===== config.mk =====
export PLATFORM = sky130hd
export DESIGN_NAME = alu_sequencer
export DESIGN_NICKNAME = d
export VERILOG_FILES = /design/src/rtl/alu_sequencer.sv
export SDC_FILE = /design/constraint.sdc
export NUM_CORES = 1
export LEC_CHECK = 0
export BUFFER_PORTS_ARGS = -buffer_cell sky130_fd_sc_hd__buf_4
export CAP_MARGIN = 20
export CORE_MARGIN = 3
export CORE_UTILIZATION = 35
export DETAILED_ROUTE_END_ITERATION = 10
export PLACE_DENSITY = 0.52
export SLEW_MARGIN = 5
export SYNTH_ARGS = -nofsm -noshare
export SYNTH_HDL_FRONTEND = slang
export SYNTH_SLANG_ARGS = --single-unit

===== constraint.sdc =====
create_clock -name clk -period 2.5 [get_ports clk]
set_clock_uncertainty 0.15 [all_clocks]
set_input_delay 0.375 -clock clk [delete_from_list [all_inputs] [get_ports clk]]
set_output_delay 0.375 -clock clk [all_outputs]
set_load 0.01 [all_outputs]

===== src/rtl/alu_sequencer.sv =====
// Register-file sequencer that drives an external 4-bit ALU.
// It accepts one command at a time and returns one response per command.
module alu_sequencer #(
    parameter int RES_LAT = 1
) (
    input  logic       clk,
    input  logic       rst,
    input  logic       cmd_valid,
    output logic       cmd_ready,
    input  logic [3:0] cmd_op,
    input  logic [1:0] cmd_ra,
    input  logic [1:0] cmd_rb,
    input  logic [1:0] cmd_rd,
    input  logic       cmd_ld,
    input  logic [3:0] cmd_imm,
    output logic [3:0] alu_a,
    output logic [3:0] alu_b,
    output logic [3:0] alu_sel,
    input  logic [3:0] alu_res,
    output logic       rsp_valid,
    input  logic       rsp_ready,
    output logic [3:0] rsp_data,
    output logic [1:0] rsp_rd,
    output logic       rsp_err
);

    typedef enum logic [1:0] {
        IDLE,
        ISSUE,
        CAPTURE,
        RESP
    } state_e;

    localparam logic [2:0] LAST = 3'(RES_LAT - 1);

    state_e     state_q, state_d;
    logic [3:0] regs_q [4];
    logic [3:0] regs_d [4];
    logic [1:0] rd_q, rd_d;
    logic       ld_q, ld_d;
    logic       err_q, err_d;
    logic [3:0] imm_q, imm_d;
    logic [3:0] res_q, res_d;
    logic [2:0] cnt_q, cnt_d;
    logic [3:0] alu_a_q, alu_a_d;
    logic [3:0] alu_b_q, alu_b_d;
    logic [3:0] alu_sel_q, alu_sel_d;
    logic       rsp_valid_q, rsp_valid_d;
    logic [3:0] rsp_data_q, rsp_data_d;
    logic [1:0] rsp_rd_q, rsp_rd_d;
    logic       rsp_err_q, rsp_err_d;
    logic       cmd_bad;

    assign cmd_bad = !cmd_ld && (cmd_op > 4'd12);

    always_comb begin
        state_d     = state_q;
        regs_d      = regs_q;
        rd_d        = rd_q;
        ld_d        = ld_q;
        err_d       = err_q;
        imm_d       = imm_q;
        res_d       = res_q;
        cnt_d       = cnt_q;
        alu_a_d     = alu_a_q;
        alu_b_d     = alu_b_q;
        alu_sel_d   = alu_sel_q;
        rsp_valid_d = rsp_valid_q;
        rsp_data_d  = rsp_data_q;
        rsp_rd_d    = rsp_rd_q;
        rsp_err_d   = rsp_err_q;
        case (state_q)
            IDLE: begin
                if (cmd_valid) begin
                    rd_d  = cmd_rd;
                    ld_d  = cmd_ld;
                    imm_d = cmd_imm;
                    err_d = cmd_bad;
                    cnt_d = 3'd0;
                    if (cmd_ld || cmd_bad) begin
                        state_d = CAPTURE;
                    end else begin
                        alu_a_d   = regs_q[cmd_ra];
                        alu_b_d   = regs_q[cmd_rb];
                        alu_sel_d = cmd_op;
                        state_d   = ISSUE;
                    end
                end
            end
            ISSUE: begin
                if (cnt_q == LAST) begin
                    res_d   = alu_res;
                    state_d = CAPTURE;
                end else begin
                    cnt_d = cnt_q + 3'd1;
                end
            end
            CAPTURE: begin
                rsp_valid_d = 1'b1;
                rsp_rd_d    = rd_q;
                rsp_err_d   = err_q;
                if (err_q) begin
                    rsp_data_d = 4'd0;
                end else if (ld_q) begin
                    rsp_data_d   = imm_q;
                    regs_d[rd_q] = imm_q;
                end else begin
                    rsp_data_d   = res_q;
                    regs_d[rd_q] = res_q;
                end
                state_d = RESP;
            end
            RESP: begin
                if (rsp_ready) begin
                    rsp_valid_d = 1'b0;
                    state_d     = IDLE;
                end
            end
            default: state_d = IDLE;
        endcase
    end

    always_ff @(posedge clk) begin
        if (rst) begin
            state_q <= IDLE;
            for (int i = 0; i < 4; i++) begin
                regs_q[i] <= 4'd0;
            end
            rd_q        <= 2'd0;
            ld_q        <= 1'b0;
            err_q       <= 1'b0;
            imm_q       <= 4'd0;
            res_q       <= 4'd0;
            cnt_q       <= 3'd0;
            alu_a_q     <= 4'd0;
            alu_b_q     <= 4'd0;
            alu_sel_q   <= 4'd0;
            rsp_valid_q <= 1'b0;
            rsp_data_q  <= 4'd0;
            rsp_rd_q    <= 2'd0;
            rsp_err_q   <= 1'b0;
        end else begin
            state_q     <= state_d;
            regs_q      <= regs_d;
            rd_q        <= rd_d;
            ld_q        <= ld_d;
            err_q       <= err_d;
            imm_q       <= imm_d;
            res_q       <= res_d;
            cnt_q       <= cnt_d;
            alu_a_q     <= alu_a_d;
            alu_b_q     <= alu_b_d;
            alu_sel_q   <= alu_sel_d;
            rsp_valid_q <= rsp_valid_d;
            rsp_data_q  <= rsp_data_d;
            rsp_rd_q    <= rsp_rd_d;
            rsp_err_q   <= rsp_err_d;
        end
    end

    assign cmd_ready = (state_q == IDLE);
    assign alu_a     = alu_a_q;
    assign alu_b     = alu_b_q;
    assign alu_sel   = alu_sel_q;
    assign rsp_valid = rsp_valid_q;
    assign rsp_data  = rsp_data_q;
    assign rsp_rd    = rsp_rd_q;
    assign rsp_err   = rsp_err_q;

endmodule


# After elaboration in Yosys (flattened, before gate mapping)

Index checks and enable logic that the tools add are counted.

Add/sub/neg operators: 1
Magnitude comparators: 5
Eq/ne operators: 7
Muxes and demuxes: 23
Bitwise gates (word level): 5
Reduce and logical (&&, ||, !) cells: 15

Operators by type and width:

| kind                  | number |
|---|---|
| $bwmux W16            | 2 |
| $mux W4               | 7 |
| $bmux W4 S2           | 2 |
| $mux W16              | 1 |
| $ge A3 B3 Y1 const B  | 3 |
| $not A2 Y3            | 3 |
| $reduce_and A3 Y1     | 3 |
| $demux W4 S2          | 1 |
| $mux W2               | 4 |
| $ne A2 B2 Y1 const B  | 4 |
| $pmux W2 S4           | 1 |
| $reduce_and A2 Y1     | 4 |
| $mux W3               | 2 |
| $pmux W3 S2           | 1 |
| $eq A2 B2 Y1 const B  | 2 |
| $gt A4 B4 Y1 const B  | 1 |
| $reduce_bool A2 Y1    | 2 |
| $add A3 B1 Y3 const B | 1 |
| $logic_not A3 Y1      | 1 |
| $lt A3 B1 Y1 const B  | 1 |
| $eq A2 B1 Y1 const B  | 1 |
| $logic_and A1 B1 Y1   | 2 |
| $logic_not A2 Y1      | 1 |
| $not A1 Y1            | 2 |
| other kinds (4)       | 4 |

Bits in registers: 53
Input port bits: 23
Output and inout bits: 21
Logic and storage cells: 74

# Depth between registers and ports, before layout

Gate-level depths: netlist of run 1.

Depth in word-level cells: 7
Mapped depth: 8
Mapped depth without buffers: 6

# Worst setup path before layout of run 1

OpenSTA, ideal clock, no wires.

Path type: register to register
Start: register state_q[0]
End: register state_q[1]
Setup time: 0.128 ns
Data arrival time: 1.536 ns
Data required time: 2.222 ns
Path slack: 0.687 ns
Stages on the path, launching flop included: 7
Buffers on the path: 1
Period minus slack after synthesis: 1.813 ns
Path through: dfxtp_1 inv_1 ha_1 buf_6 a222oi_1 mux2i_1 nor2_1

Word-level cells in the longest chain between the ends: 3
Elaborated cells on any way between the ends: 9
Those cells by class: eq/ne (6); mux (1); reduce/logical (2)

RTL lines:

| item                        | RTL line | text |
|---|---|---|
| start: declaration          | 36       | `state_e state_q, state_d;` |
| start signal: assignment    | 143      | `state_q <= state_d;` |
| $logic_not A2 Y1 *          | -        |  |
| net cmd_ready               | 9        | `output logic cmd_ready,` |
| $ne A2 B2 Y1 (no line)      | -        |  |
| $reduce_and A3 Y1 (no line) | -        |  |

The timed path passes the listed nets; every way through them passes the cells marked *.
A chain may end at the register's enable or synchronous reset.

# Worst setup path after layout of run 1

Start: register state_q[0]
End: register alu_a_q[1], in the netlist alu_a[1]

Word-level cells in the longest chain between the ends: 2

RTL lines:

| item                        | RTL line | text |
|---|---|---|
| $logic_not A2 Y1            | 72       | `case (state_q)` |
| $reduce_and A3 Y1 (no line) | -        |  |
| end signal: assignment      | 151      | `alu_a_q <= alu_a_d;` |
| end: declaration            | 45       | `logic [3:0] alu_a_q, alu_a_d;` |

Every way passes these cells.

==> flow_summary.json, run 1 <==
{
  "ir_drop_uv": 363,
  "path_cells": "inv_1, ha_1, nand2_1, or3_1, nand2_1, a21oi_1",
  "boundaryPins": 44,
  "period_share_pct": 80.3,
  "clock_latency_ns": 0.30,
  "postRouteAntennaNets": 0,
  "outcome": "completed",
  "seq_area_sq_um": 1060,
  "fmax_mhz": 498,
  "dieHeight_um": 87.8,
  "synth_top_area_share_pct": 45.3,
  "final.setup.tns_ns": 0,
  "slowest_delay_ns": 0.50,
  "min_from": "alu_res[3]",
  "min-delay-path-class": "in2reg",
  "numCtsBuffers": 5,
  "ys_ff_latch": 53,
  "path_class": "reg2reg",
  "cts_max_path_buffers": 2,
  "finalHoldViolCount": 0,
  "synth.distinct_cells": 34,
  "area.growth.synth_to_final_pct": 20.0,
  "grt-ovfl-total": 0,
  "multi_input_comb_area_sq_um": 1180,
  "port_buffers": 43,
  "dp.final_hpwl_mm": 3.58,
  "holdBufCountCts": 0,
  "row_count": 29,
  "drive_gt1_share_pct": 24.3,
  "final_cell_mix": "53 x dfxtp_1, 46 x buf_4, 41 x nor2_1, 28 x nand2_1, 20 x a21oi_1",
  "drc_errors": 0,
  "core_area_sq_um": 6420,
  "drt_wl_total_mm": 4.92,
  "start_util_pct": 36.4,
  "cts_tree": "done",
  "critPathLaunch": "state_q[0]$_SDFFE_PP0P_",
  "yosysWarnings": 0,
  "viasPerCell": 5.01,
  "power_density_nw_per_um2": 842,
  "cp-end-kind": "flip-flop",
  "path_clk_slew_ns": 0.09,
  "synth.yosys.seq_area_share_pct": 45.3,
  "root_buffer": "clkbuf_8",
  "start_kind": "flip-flop",
  "grt_usage_pct": 13.5,
  "r2r_start": "state_q[0]$_SDFFE_PP0P_",
  "drtIter0Drc": 49,
  "die-area_sq_um": 7700,
  "slowest_stage": "or3_1",
  "drtPass1Iterations": 5,
  "synthTopCellsByArea": "dfxtp_1 45%, mux4_2 7.7%, nor2_1 6.6%",
  "crit_top_cell": "nand2_1",
  "worstPathArrival_ns": 2.02,
  "crit_fanout": 11,
  "cts_setup_buffers": 0,
  "syn_avg_cell_area_sq_um": 9.43,
  "fp.dieW_um": 87.8,
  "critical_path_required_ns": 2.51,
  "tightest_slew_ns": 0.609,
  "antenna_cells": 0,
  "period_needed_ns": 2.01,
  "grt_pass1_vias": 1768,
  "layout_commonest_cell": "dfxtp_1",
  "gp_congestion": 0.715,
  "max_cap_violations": 0,
  "syn-cell-area_sq_um": 2340,
  "fill_cells": 679,
  "rsz0062_at_grt": "no",
  "maxSlewViolCount": 0,
  "num_vias": 1827,
  "synth_nets": 278,
  "grt_max_degree": 53,
  "grt_pass1_wl_mm": 8.27,
  "leakagePower_nw": 1.11,
  "finalNetCount": 317,
  "hold_slack_ns": 0.159,
  "antenna_found_initial": 0,
  "setup_viol": 0,
  "final_core_util_pct": 43.7,
  "slew_headroom_pct": 58.2,
  "htreeDepth": 2,
  "yosysTopAreaCell": "dfxtp_1",
  "cts-resized-gates": 0,
  "cts_sinks": 53,
  "postSynthCellCount": 248,
  "fin_total_pwr_mw": 2.36,
  "routedWlPerCell_um": 13.5
}
-- logic make-up (layout without fill, tap and decap cells) --
logic type / count (synthesis) / count (layout) / share of synthesized area [%]
flip-flops: 53 / 53 / 45.3
adder cells (fa/ha/maj): 7 / 7 / 3.74
buffers and inverters: 21 / 61 / 4.33
multiplexers: 24 / 24 / 14.6
AND/OR/NAND/NOR: 96 / 96 / 18.9
AO/OA/AOI/OAI: 45 / 45 / 12.4
XOR/XNOR: 2 / 2 / 0.749
-- registers in the layout (all words and copies together), names as in the netlist, 2 cells and up --
register and count:
rd_q 2, alu_a 4, state_q 2, regs_q 16, rsp_rd 2, alu_sel 4, rsp_data 4, cnt_q 3
alu_b 4, imm_q 4, res_q 4
-- final timing paths --
| check | to | slack, ns | cells after the start |
|---|---|---|---|
| min reg2reg | alu_a[2]$_SDFFE_PP0P_ | 0.31 | 2 |
| min | res_q[3]$_SDFFE_PP0P_ | 0.16 | 3 |
| max | alu_a[1]$_SDFFE_PP0P_ | 0.49 | 6 |
| max reg2reg | alu_a[1]$_SDFFE_PP0P_ | 0.49 | 6 |
-- metrics by stage --
stage / cells / cell area [sq um] / setup WS, ns
2_1_floorplan: 248 / 2340 / 0.687
3_3_place_gp: 357 / 2710 / 0.536
3_5_place_dp: 357 / 2710 / 0.513
4_1_cts: 365 / 2810 / 0.497
5_1_grt: 365 / 2810 / 0.306
6_report: 365 / 2810 / 0.493
-- power breakdown --
part           switching (mW)  leakage (nW)  internal, mW  total, mW
Combinational           0.429         0.625         0.357      0.786
Sequential             0.0914         0.430         0.961       1.05
Clock                   0.274        0.0542         0.251      0.525
-- layout make-up --
class                      count  share of cell area (%)
tap                           77                    3.43
clock buffer                   7                    3.43
inverter                       7                   0.936
multi-input combinational    174                    41.9
timing repair buffer          46                    12.3
clock inverter                 1                   0.178
sequential                    53                    37.8
-- Yosys cell counts, drive strengths merged --
| cell type | instances |
|---|---|
| dfxtp | 53 |
| nor2 | 43 |
| nand2 | 29 |
| a21oi | 20 |
| a211oi | 17 |
| mux2i | 15 |
| clkbuf | 8 |
| mux4 | 8 |
| nor3 | 8 |
| ha | 7 |
| inv | 7 |
| nand3 | 7 |
| buf | 6 |
| nand2b | 4 |
| a31oi | 3 |
| nor2b | 2 |
| a222oi | 1 |
| a22oi | 1 |
| and2 | 1 |
| mux2 | 1 |
| nand3b | 1 |
| o211a | 1 |
| o211ai | 1 |
| o21bai | 1 |
| or3 | 1 |
| xnor2 | 1 |
| xor2 | 1 |
-- metal layers --
layer | track usage (%) | up-vias | share of wire (%)
li1 | - | 946 | -
met1 | 17.1 | 846 | 49
met2 | 23.4 | 33 | 46
met3 | 3.20 | 2 | 4.1
met4 | 2.93 | 0 | 0.47
met5 | 0 | - | 0
-- critical path, delay by kind of cell, from the launching register on --
kind	cells	cell delay (ns)
compound gates	1	0.07
simple gates	3	0.77
fa+ha+maj	1	0.42
buf+inv	1	0.11
flops	1	0.35
Note: power is estimated with default switching activity, not from simulation.
==> run 2, diff against run 1 <==
- clock period: 2.5 -> 2.1 ns (I/O delays scaled with it)
==> run 2 against run 1 <==
  * Clock power increased by 8.4%
  * Worst setup slack got worse by 0.23 ns
  * Sequential share of layout area decreased by 0.30 points
  * Cell count increased by 1.4%
  * Sequential cell count unchanged
  * Via count decreased by 1.3%
  * Routed wire length increased by 0.65%
  * Clock-buffer cell count decreased by 2
  * Critical path depth decreased by 2
  * Largest power group unchanged
==> flow_summary.json, run 2 (synthesized netlist as in run 1, its figures left out) <==
{
  "grt_pass1_wl_mm": 8.43,
  "rrSetupSlack_ns": 0.28,
  "hold_path_depth": 3,
  "cts_sinks": 53,
  "path_class": "reg2out",
  "htreeDepth": 2,
  "grt-ovfl-total": 0,
  "routedWlPerCell_um": 13.4,
  "drc_errors": 0,
  "period_share_pct": 87.3,
  "worstPathArrival_ns": 1.37,
  "finalNetCount": 322,
  "ir_drop_uv": 382,
  "fp.dieW_um": 87.8,
  "min-delay-path-class": "in2reg",
  "die-area_sq_um": 7700,
  "area.growth.synth_to_final_pct": 21.0,
  "crit_fanout": 8,
  "finalHoldViolCount": 0,
  "viasPerCell": 4.87,
  "critical_path_required_ns": 1.63,
  "drive_gt1_share_pct": 25.6,
  "grt_max_degree": 39,
  "cts-resized-gates": 0,
  "path_clk_slew_ns": 0.09,
  "antenna_cells": 0,
  "period_needed_ns": 1.83,
  "leakagePower_nw": 1.12,
  "seq_area_sq_um": 1060,
  "worst-r2r-cell-count": 5,
  "grt_usage_pct": 13.9,
  "multi_input_comb_area_sq_um": 1180,
  "boundaryPins": 44,
  "cp-end-kind": "output port",
  "drtIter0Drc": 59,
  "outcome": "completed",
  "row_count": 29,
  "maxSlewViolCount": 0,
  "layout_commonest_cell": "dfxtp_1",
  "max_cap_violations": 0,
  "final.setup.tns_ns": 0,
  "antenna_found_initial": 0,
  "min_from": "alu_res[1]",
  "power_density_nw_per_um2": 992,
  "start_kind": "flip-flop",
  "timing.rr.end": "state_q[0]$_SDFFE_PP0P_",
  "port_buffers": 43,
  "root_buffer": "clkbuf_8",
  "num_vias": 1803,
  "gp_congestion": 0.692,
  "holdPathEnd": "res_q[1]$_SDFFE_PP0P_",
  "postRouteAntennaNets": 0,
  "rsz0062_at_grt": "no",
  "dieHeight_um": 87.8,
  "holdBufCountCts": 0,
  "fill_cells": 632,
  "setup_viol": 0,
  "dp.final_hpwl_mm": 3.71,
  "numCtsBuffers": 5,
  "grt_pass1_vias": 1717,
  "cts_setup_buffers": 0,
  "tightest_slew_ns": 0.493,
  "drt_wl_total_mm": 4.95,
  "clock_latency_ns": 0.30,
  "cts_max_path_buffers": 2,
  "fmax_mhz": 546,
  "r2r_start": "state_q[0]$_SDFFE_PP0P_",
  "cts_tree": "done",
  "slew_headroom_pct": 66.2,
  "final_cell_mix": "53 x dfxtp_1, 51 x buf_4, 41 x nor2_1, 28 x nand2_1, 20 x a21oi_1",
  "setup_slack_ns": 0.267,
  "drtPass1Iterations": 4,
  "place_ws_ns": 0.277,
  "start_util_pct": 36.4,
  "top_register": "regs_q",
  "largest_reg_flops": 16,
  "core_area_sq_um": 6420
}
run 2: layout make-up:
| class | instances | area share (%) |
|---|---|---|
| sequential | 53 | 37.5 |
| inverter | 7 | 0.928 |
| tap | 77 | 3.40 |
| multi-input combinational | 174 | 41.6 |
| clock buffer | 5 | 2.43 |
| clock inverter | 3 | 0.619 |
| timing repair buffer | 51 | 13.5 |
run 2: stage by stage:
| step | hold WS [ns] | cells | utilization [%] | power, mW | instance area [sq um] |
|---|---|---|---|---|---|
| after floorplan | 0.286 | 248 | - | 1.97 | 2340 |
| after global placement | 0.292 | 362 | 42.7 | 2.26 | 2740 |
| after detailed placement | 0.298 | 362 | 42.7 | 2.28 | 2740 |
| after CTS | 0.0787 | 370 | 44.1 | 2.85 | 2830 |
| after global routing | 0.0761 | 370 | 44.1 | 3.01 | 2830 |
| final | 0.0879 | 370 | 44.1 | 2.81 | 2830 |
run 2: worst max path at each step:
stage                                 start                 endpoint  slack, ns  cells after the start
floorplan           state_q[0]$_SDFFE_PP0P_  state_q[1]$_SDFFE_PP0P_       0.29                      6
global placement    state_q[0]$_SDFFE_PP0P_  state_q[1]$_SDFFE_PP0P_       0.35                      5
detailed placement  state_q[0]$_SDFFE_PP0P_  state_q[0]$_SDFFE_PP0P_       0.28                      5
CTS                 state_q[0]$_SDFFE_PP0P_  state_q[0]$_SDFFE_PP0P_       0.25                      5
global route        state_q[0]$_SDFFE_PP0P_  state_q[1]$_SDFFE_PP0P_       0.20                      5
finish              state_q[0]$_SDFFE_PP0P_                cmd_ready       0.27                      4
run 2: critical path, stage by stage, from the launching register on:
cell     delay [ns]
dfxtp_1        0.39
inv_1          0.10
ha_1           0.25
buf_4          0.18
buf_4          0.15
run 2: report_power, final:
group / internal, mW / switching (mW) / leakage (nW)
logic: 0.463 / 0.525 / 0.649
clock network: 0.231 / 0.338 / 0.0439
registers: 1.14 / 0.108 / 0.430
total: 1.84 / 0.971 / 1.12
run 2: layer usage:
metal | track usage, % | share of wire [%] | vias up
met3 | 3.48 | 4.9 | 4
li1 | - | - | 951
met2 | 21.4 | 45 | 36
met4 | 3.77 | 0.87 | 0
met5 | 0 | 0 | -
met1 | 19.5 | 49 | 812
